===== src/rtl/cpu_pkg.sv =====
// Shared CPU definitions: reset/NOP constants, fetch state encoding and the
// primary opcodes decoded in ID.
package cpu_pkg;

  localparam logic [31:0] RESET_PC  = 32'h0000_0000;
  localparam logic [31:0] NOP_INSTR = 32'h0000_0000;

  typedef enum logic {
    S_FETCH = 1'b0,
    S_HOLD  = 1'b1
  } fetch_state_e;

  localparam logic [5:0] OP_RTYPE = 6'h00;
  localparam logic [5:0] OP_J     = 6'h02;
  localparam logic [5:0] OP_BEQ   = 6'h04;
  localparam logic [5:0] OP_ADDI  = 6'h08;
  localparam logic [5:0] OP_LW    = 6'h23;
  localparam logic [5:0] OP_SW    = 6'h2B;

endpackage


===== src/rtl/if_hold_buf.sv =====
// One-entry instruction register used by the fetch stage to park an
// instruction that returned while the pipeline was stalled.
module if_hold_buf
  import cpu_pkg::*;
#(
  parameter int W = 32
) (
  input  logic         clk,
  input  logic         rst_n,
  input  logic         load_i,
  input  logic         clear_i,
  input  logic [W-1:0] data_i,
  output logic [W-1:0] data_o,
  output logic         full_o
);

  logic [W-1:0] data_r;
  logic         full_r;

  // Entry storage; clear wins over load so a redirect always empties it.
  always_ff @(posedge clk) begin
    if (!rst_n) begin
      data_r <= {W{1'b0}};
      full_r <= 1'b0;
    end else if (clear_i) begin
      data_r <= data_r;
      full_r <= 1'b0;
    end else if (load_i) begin
      data_r <= data_i;
      full_r <= 1'b1;
    end else begin
      data_r <= data_r;
      full_r <= full_r;
    end
  end

  assign data_o = data_r;
  assign full_o = full_r;

endmodule


===== src/rtl/if_id_fetch_stage.sv =====
// Fetch stage with PC, imem request and the IF/ID pipeline register.
// Optional stall/flush counters are enabled by defining IF_PERF_CNT_EN.
module if_id_fetch_stage
  import cpu_pkg::*;
#(
  parameter int                    PC_WIDTH    = 32,
  parameter int                    INSTR_WIDTH = 32,
  parameter logic [PC_WIDTH-1:0]    RESET_PC    = cpu_pkg::RESET_PC[PC_WIDTH-1:0],
  parameter logic [INSTR_WIDTH-1:0] NOP_INSTR   = cpu_pkg::NOP_INSTR[INSTR_WIDTH-1:0]
) (
  input  logic                   clk,
  input  logic                   rst_n,
  input  logic                   stall_data_i,
  input  logic                   stall_ctrl_i,
  input  logic                   branch_taken_i,
  input  logic [PC_WIDTH-1:0]    branch_target_i,
  output logic                   imem_req_o,
  output logic [PC_WIDTH-1:0]    imem_addr_o,
  input  logic                   imem_rdy_i,
  input  logic [INSTR_WIDTH-1:0] imem_rdata_i,
`ifdef IF_PERF_CNT_EN
  output logic [31:0]            if_stall_cycles_o,
  output logic [31:0]            if_flush_cnt_o,
`endif
  output logic                   if_id_valid_o,
  output logic [PC_WIDTH-1:0]    if_id_pc_o,
  output logic [PC_WIDTH-1:0]    if_id_pc4_o,
  output logic [INSTR_WIDTH-1:0] if_id_instr_o
);

  fetch_state_e           state_r;
  logic [PC_WIDTH-1:0]    pc_r;
  logic                   valid_r;
  logic [PC_WIDTH-1:0]    id_pc_r;
  logic [PC_WIDTH-1:0]    id_pc4_r;
  logic [INSTR_WIDTH-1:0] id_instr_r;

  logic                   stall_s;
  logic                   avail_s;
  logic [INSTR_WIDTH-1:0] instr_s;
  logic                   hold_load_s;
  logic                   hold_clear_s;
  logic [INSTR_WIDTH-1:0] hold_data_s;
  logic                   hold_full_s;
  logic [PC_WIDTH-1:0]    pc4_s;

  // Hazard/availability decode for the current cycle.
  always_comb begin
    stall_s      = stall_data_i | stall_ctrl_i;
    pc4_s        = pc_r + PC_WIDTH'(4);
    hold_load_s  = stall_s & (state_r == S_FETCH) & imem_rdy_i;
    // Leaving S_HOLD (consumed or flushed) or any accepted redirect empties it.
    hold_clear_s = ~stall_s & (branch_taken_i | (state_r == S_HOLD));
    case (state_r)
      S_FETCH: begin
        avail_s = imem_rdy_i;
        instr_s = imem_rdata_i;
      end
      S_HOLD: begin
        avail_s = hold_full_s;
        instr_s = hold_data_s;
      end
      default: begin
        avail_s = 1'b0;
        instr_s = NOP_INSTR;
      end
    endcase
  end

  if_hold_buf #(.W(INSTR_WIDTH)) u_hold_buf (
    .clk     (clk),
    .rst_n   (rst_n),
    .load_i  (hold_load_s),
    .clear_i (hold_clear_s),
    .data_i  (imem_rdata_i),
    .data_o  (hold_data_s),
    .full_o  (hold_full_s)
  );

  // PC, fetch state and IF/ID register, in stall > redirect > fetch priority.
  always_ff @(posedge clk) begin
    if (!rst_n) begin
      state_r    <= S_FETCH;
      pc_r       <= RESET_PC;
      valid_r    <= 1'b0;
      id_pc_r    <= {PC_WIDTH{1'b0}};
      id_pc4_r   <= {PC_WIDTH{1'b0}};
      id_instr_r <= NOP_INSTR;
    end else if (stall_s) begin
      if (hold_load_s) begin
        state_r <= S_HOLD;
      end else begin
        state_r <= state_r;
      end
    end else if (branch_taken_i) begin
      state_r    <= S_FETCH;
      pc_r       <= branch_target_i;
      valid_r    <= 1'b0;
      id_instr_r <= NOP_INSTR;
    end else if (avail_s) begin
      state_r    <= S_FETCH;
      pc_r       <= pc4_s;
      valid_r    <= 1'b1;
      id_pc_r    <= pc_r;
      id_pc4_r   <= pc4_s;
      id_instr_r <= instr_s;
    end else begin
      state_r    <= S_FETCH;
      valid_r    <= 1'b0;
      id_instr_r <= NOP_INSTR;
    end
  end

`ifdef IF_PERF_CNT_EN
  logic [31:0] stall_cnt_r;
  logic [31:0] flush_cnt_r;

  // Saturating stall-cycle and accepted-redirect counters.
  always_ff @(posedge clk) begin
    if (!rst_n) begin
      stall_cnt_r <= 32'h0000_0000;
      flush_cnt_r <= 32'h0000_0000;
    end else begin
      if (stall_s && (stall_cnt_r != 32'hFFFF_FFFF)) begin
        stall_cnt_r <= stall_cnt_r + 32'h0000_0001;
      end else begin
        stall_cnt_r <= stall_cnt_r;
      end
      if (!stall_s && branch_taken_i && (flush_cnt_r != 32'hFFFF_FFFF)) begin
        flush_cnt_r <= flush_cnt_r + 32'h0000_0001;
      end else begin
        flush_cnt_r <= flush_cnt_r;
      end
    end
  end

  assign if_stall_cycles_o = stall_cnt_r;
  assign if_flush_cnt_o    = flush_cnt_r;
`endif

  assign imem_req_o    = rst_n & (state_r == S_FETCH);
  assign imem_addr_o   = pc_r;
  assign if_id_valid_o = valid_r;
  assign if_id_pc_o    = id_pc_r;
  assign if_id_pc4_o   = id_pc4_r;
  assign if_id_instr_o = id_instr_r;

endmodule

===== config.mk =====
export PLATFORM = sky130hd
export DESIGN_NAME = if_id_fetch_stage
export DESIGN_NICKNAME = d
export VERILOG_FILES = /design/src/rtl/cpu_pkg.sv /design/src/rtl/if_hold_buf.sv /design/src/rtl/if_id_fetch_stage.sv
export SDC_FILE = /design/constraint.sdc
export NUM_CORES = 1
export LEC_CHECK = 0
export CAP_MARGIN = 15
export CORE_MARGIN = 2
export CORE_UTILIZATION = 45
export DETAILED_ROUTE_END_ITERATION = 7
export GPL_TIMING_DRIVEN = 1
export PLACE_DENSITY = 0.76
export SKIP_CTS_REPAIR_TIMING = 1
export SLEW_MARGIN = 15
export SYNTH_ARGS = -nofsm -noshare
export SYNTH_HDL_FRONTEND = slang
export SYNTH_SLANG_ARGS = --single-unit

===== constraint.sdc =====
create_clock -name clk -period 2.3 [get_ports clk]
set_input_delay 0.345 -clock clk [delete_from_list [all_inputs] [get_ports clk]]
set_output_delay 0.345 -clock clk [all_outputs]
set_load 0.01 [all_outputs]

==> flow_metrics.tcl, run 1 <==
set metrics [dict create \
    outcome "finished, final reports clean" \
    timing.final.hold_violations 0 \
    cts_tree "built" \
    hold_slack_ns 0.3284 \
    drt_wl_total_um 20030 \
    required_ns 1.96 \
    r2r.worst_path.cells 7 \
    yosys_register_bits 161 \
    fp.dieH_um 128.9 \
    setup_repair_after_global_routing_missed_its_margin "no" \
    first_pass_grt_wire_length_um 31670 \
    ys_seq_area_share_pct 45.91 \
    min_period_over_period_pct 92.58 \
    worst_slack_ns 0.1706 \
    worst_margin_slew_ns 0.6507 \
    antenna_found_initial 0 \
    fp.coreArea_um2 15200 \
    path_max_fanout 25 \
    syn_area_um2 7020 \
    gr-usage-all-layers_pct 23.99 \
    detailedRoute.firstIterationViolations 473 \
    insertedDiodeCount 0 \
    yosys-top-cells-count "sky130_fd_sc_hd__nand2_1 (192), sky130_fd_sc_hd__dfxtp_1 (161), sky130_fd_sc_hd__o21ai_0 (78)" \
    nets 1105 \
    maxCapViolations 0 \
    route.detailed.drc 0 \
    via_count_of_the_first_global_routing_pass 6271 \
    ctsRootBufferMaster "sky130_fd_sc_hd__clkbuf_16" \
    worst_hold_path_type "in -> reg" \
    synthTopCellsByArea "sky130_fd_sc_hd__dfxtp_1 (46%), sky130_fd_sc_hd__nand2_1 (10%), sky130_fd_sc_hd__o21ai_0 (5.6%), sky130_fd_sc_hd__a21oi_1 (5.2%), sky130_fd_sc_hd__mux2i_1 (4.8%)" \
    fin_skew_ns 0.006946 \
    crit_path_end "imem_req_o" \
    critical_path.startpoint "state_r" \
    clock_latency_ns 0.42 \
    slew_headroom_pct 56.62 \
    avgSynthCellArea_um2 8.308 \
    final_cells 1235 \
    flow.area_growth_from_synthesis_pct 40.99 \
    multi_input_comb_area_um2 3388 \
    hold_path_startpoint "rst_n" \
    synth_largest_area_cell "sky130_fd_sc_hd__dfxtp_1" \
    portBuffers 199 \
    count_of_synthesis_stage_warnings_from_yosys 0 \
    max_clock_freq_mhz 469.6 \
    die_area_um2 16620 \
    die-width_um 128.9 \
    place.detailed.instances 1202 \
    slew_violations 0 \
    drt-pass1-iter-count 5 \
    critical_path_arrival_ns 1.78 \
    num_io_pins 200 \
    synth_top_flop_cell "sky130_fd_sc_hd__dfxtp_1" \
    synth_cell_type_count 57 \
    setup_total_negative_slack_ns 0 \
    clock_transition_time_at_the_flip_flop_clock_pins_of_the_worst_setup_and_hold_paths_ns 0.06 \
    detailed_place_hpwl_um 13840 \
    grt_remaining_overflow 0 \
    cts-buffers-inserted 17 \
    asyncSetResetFlopFracSynth_pct 0 \
    final_antenna_net_count 0 \
    layout.filler_cells 1296 \
    fp-row-count 45 \
    regToRegSetupSlack_ns 0.17 \
    grt_max_degree 59 \
    place_congestion 0.8255 \
    startpoint_types "flop" \
    p_per_area_nw_per_um2 669.7 \
    critical_path.reg2reg.startpoint "imem_addr_o[2]" \
    netlist.area_leader.share_pct 45.91 \
    avgRoutedWirePerCell_um 16.22 \
    globalRouteMet2Util_pct 38.87 \
    seq_area_um2 3224 \
    via_count 6608 \
    routed_via_density 5.351 \
    r2r_end "imem_addr_o[23]" \
    min_period_ns 2.129 \
    syn-num-nets 916 \
    yosys.cell_count.top_type "sky130_fd_sc_hd__nand2_1" \
    report.final.setup_viol 0 \
    htreeDepth 4 \
    clock_sinks 161 \
    grt_most_used_layer "met2" \
    syn-instance-count 845 \
    category_of_the_critical_setup_timing_path "reg -> out" \
    clock_tree.buffer_depth 2 \
    gr-usage-met1_pct 30.86 \
    place_worst_setup_slack_ns 0.05412 \
    floorplan.initialDensity_pct 46.18 \
    worstSetupEndpointType "output pin" \
    ir_worst_vdd_uv 486.4 \
    number_of_synthesized_flops_with_an_enable_pin 0 \
    final_layout_size_suffix_gt1_share_pct 9.647 \
    grt_util_met3_pct 5.738 \
    power.static_leakage_nw 3.485 \
]
## sequential cells by signal (all words and copies together) (netlist names)
name / cells
if_id_instr_o: 32
if_id_pc_o: 32
imem_addr_o: 32
u_hold_buf.data_o: 32
if_id_pc4_o: 30
if_id_valid_o: 1
state_r: 1
u_hold_buf.full_o: 1
## worst min path at each step
stage	to	cells after the start
after global routing	state_r	4
after CTS	state_r	4
final	state_r	4
after floorplan	u_hold_buf.data_o[21]	2
after detailed placement	if_id_valid_o	2
after global placement	if_id_instr_o[30]	2
## layout by cell type, fill, tap and decap left out, types with 4 or more instances in the layout
cell	instances
sky130_fd_sc_hd__buf_12	5
sky130_fd_sc_hd__nand2_1	192
sky130_fd_sc_hd__nand3_1	26
sky130_fd_sc_hd__xnor2_1	17
sky130_fd_sc_hd__nor4_1	5
sky130_fd_sc_hd__a22oi_1	6
sky130_fd_sc_hd__o21ai_0	77
sky130_fd_sc_hd__a21oi_1	73
sky130_fd_sc_hd__dfxtp_1	160
sky130_fd_sc_hd__and2_1	6
sky130_fd_sc_hd__inv_1	7
sky130_fd_sc_hd__mux2i_1	34
sky130_fd_sc_hd__nor2_1	29
sky130_fd_sc_hd__clkinvlp_4	4
sky130_fd_sc_hd__clkdlybuf4s50_1	197
sky130_fd_sc_hd__clkbuf_16	17
sky130_fd_sc_hd__a211oi_1	8
sky130_fd_sc_hd__xor2_1	10
sky130_fd_sc_hd__buf_4	42
sky130_fd_sc_hd__a21boi_0	31
sky130_fd_sc_hd__nand4_1	10
sky130_fd_sc_hd__nor3_1	12
## power by group
group	internal, mW	switching, mW	leakage [nW]	total (mW)
sequential	2.88	0.0692	1.31	2.95
clock	1.80	1.15	0.295	2.94
combinational	0.373	0.363	1.88	0.737
total	5.05	1.58	3.48	6.63
## layout make-up
type / count / share of cell area, %
flip-flops and latches: 161 / 32.57
clock buffers: 20 / 4.715
multi-input cells: 600 / 34.23
repair buffers: 246 / 24.22
well taps: 188 / 2.376
inverters: 8 / 0.3034
clock inverters: 12 / 1.580
## layer usage
layer  up-vias  wire (µm)
li1       3288          -
met1      3069       8994
met2       213       9252
met3        38       1199
met4         0        588
met5         -          0
## kinds of logic (layout without fill, tap and decap cells)
family / count (synthesis) / after routing / synth area share [%]
AND/OR/NAND/NOR: 306 / 306 / 19.75
AO/OA/AOI/OAI: 230 / 230 / 19.53
flip-flops: 161 / 161 / 45.91
buffers and inverters: 84 / 286 / 6.095
multiplexers: 36 / 36 / 5.168
XOR/XNOR: 27 / 27 / 3.368
adder cells (fa/ha/maj): 1 / 1 / 0.1782
## stage by stage
stage / power, mW / util, % / area (µm²)
after floorplan: 3.368 / - / 7020
after global placement: 3.735 / 60.96 / 9268
after detailed placement: 3.746 / 60.96 / 9268
after CTS: 6.674 / 65.06 / 9891
after global routing: 6.865 / 65.11 / 9898
final: 6.629 / 65.11 / 9898
## critical path, stage by stage (launching register included)
cell and delay (ns):
sky130_fd_sc_hd__dfxtp_2 0.37, sky130_fd_sc_hd__buf_4 0.39, sky130_fd_sc_hd__nor2_1 0.09, sky130_fd_sc_hd__clkdlybuf4s50_1 0.52
No activity file was read; power rests on OpenSTA's default activity.
==> run 2: changes to the inputs <==
- SKIP_CTS_REPAIR_TIMING: 1 -> unset
- clock period: 2.3 -> 2.34 ns (I/O delays scaled with it)
==> flow_metrics.tcl, run 2 (synthesis results as in run 1) <==
set metrics [dict create \
    max_clock_freq_mhz 474.8 \
    grt_max_degree 82 \
    path_max_fanout 5 \
    finalPower_mw 6.469 \
    gr-usage-all-layers_pct 24.07 \
    clock_sinks 161 \
    die_area_um2 16620 \
    worst_hold_path_type "in -> reg" \
    insertedDiodeCount 0 \
    flow.area_growth_from_synthesis_pct 40.33 \
    drt_wl_total_um 20360 \
    ir_worst_vdd_uv 473.9 \
    routed_via_density 5.422 \
    critical_path.startpoint "imem_addr_o[2]" \
    via_count_of_the_first_global_routing_pass 6112 \
    report.final.setup_viol 0 \
    worstSetupEndpointType "flop" \
    maxCapViolations 0 \
    slew_violations 0 \
    route.detailed.drc 0 \
    postCtsSetupBuffers 0 \
    antenna_found_initial 0 \
    hold_path_startpoint "rst_n" \
    fp-row-count 45 \
    most-common-layout-cells "sky130_fd_sc_hd__clkdlybuf4s50_1 (197), sky130_fd_sc_hd__nand2_1 (192), sky130_fd_sc_hd__dfxtp_1 (160)" \
    detailed_place_hpwl_um 13880 \
    fin_skew_ns 0.008279 \
    setup_total_negative_slack_ns 0 \
    setup_repair_after_global_routing_missed_its_margin "no" \
    cts_hold_buffers 0 \
    category_of_the_critical_setup_timing_path "reg -> reg" \
    first_pass_grt_wire_length_um 31530 \
    critical_path_arrival_ns 2.41 \
    num_io_pins 200 \
    final_layout_size_suffix_gt1_share_pct 9.560 \
    min_period_ns 2.106 \
    floorplan.initialDensity_pct 46.18 \
    grt_remaining_overflow 0 \
    die-width_um 128.9 \
    cts.repair.resized 0 \
    final_common_cell "sky130_fd_sc_hd__clkdlybuf4s50_1" \
    cts_tree "built" \
    clock_latency_ns 0.43 \
    nets 1104 \
    fp.coreArea_um2 15200 \
    detailedRoute.firstIterationViolations 463 \
    required_ns 2.64 \
    critical_path.reg2reg.startpoint "imem_addr_o[2]" \
    avgRoutedWirePerCell_um 16.50 \
    outcome "finished, final reports clean" \
    cts-buffers-inserted 17 \
    drt-pass1-iter-count 5 \
    timing.final.hold_violations 0 \
    portBuffers 199 \
    htreeDepth 4 \
    place_congestion 0.8318 \
    startpoint_types "flop" \
    via_count 6691 \
    worst_margin_slew_ns 0.6599 \
    p_per_area_nw_per_um2 656.6 \
    clock_transition_time_at_the_flip_flop_clock_pins_of_the_worst_setup_and_hold_paths_ns 0.06 \
    min_period_over_period_pct 90.01 \
    ctsRootBufferMaster "sky130_fd_sc_hd__clkbuf_16" \
    final_antenna_net_count 0 \
    power.static_leakage_nw 3.467 \
    clock_tree.buffer_depth 2 \
    fp.dieH_um 128.9 \
    slew_headroom_pct 56.01 \
]
==> run 2: area by class of cell <==
cell class,count,area (µm²)
flip-flops and latches,161,3224
well taps,188,235.2
multi-input cells,600,3388
fillers,1305,5350
clock buffers,17,425.4
repair buffers,245,2377
inverters,8,30.03
clock inverters,15,171.4
==> run 2: worst paths after layout <==
path | end | slack (ns) | cells past startpoint
hold / removal | state_r | 0.34 | 4
hold reg to reg | if_id_instr_o[30] | 0.45 | 2
setup / recovery | if_id_pc4_o[20] | 0.23 | 6
setup reg to reg | if_id_pc4_o[20] | 0.23 | 6
==> run 2: power breakdown <==
group          total, mW  internal (mW)  switching (mW)  leakage (nW)
logic              0.722          0.364           0.358          1.87
registers           2.90           2.83          0.0699          1.31
clock network       2.85           1.61            1.24         0.286
==> run 2: through the flow <==
step	hold WS [ns]	area (µm²)	setup slack, ns	utilization (%)	instances
after floorplan	0.4360	7020	0.2838	-	845
after global placement	0.4304	9255	0.1721	60.88	1202
after detailed placement	0.4412	9255	0.1124	60.88	1202
after CTS	0.3389	9852	0.2427	64.81	1234
after global routing	0.3487	9852	0.1477	64.81	1234
final	0.3388	9852	0.2337	64.81	1234
==> run 2: worst max-delay path, cell delays in order, from the launching register on <==
cell and delay [ns]:
sky130_fd_sc_hd__dfxtp_1 0.35, sky130_fd_sc_hd__ha_1 0.22, sky130_fd_sc_hd__nand3_1 0.13, sky130_fd_sc_hd__or4_4 0.58
sky130_fd_sc_hd__o31a_1 0.33, sky130_fd_sc_hd__o31ai_2 0.27, sky130_fd_sc_hd__nor2_1 0.10
==> run 2: layer usage <==
| layer | vias to the layer above | share of wire (%) | GRT usage, % |
|---|---|---|---|
| met5 | - | 0 | 0 |
| met2 | 214 | 47 | 38.00 |
| li1 | 3299 | - | - |
| met4 | 0 | 1.9 | 7.864 |
| met1 | 3151 | 45 | 31.84 |
| met3 | 27 | 6.8 | 6.944 |
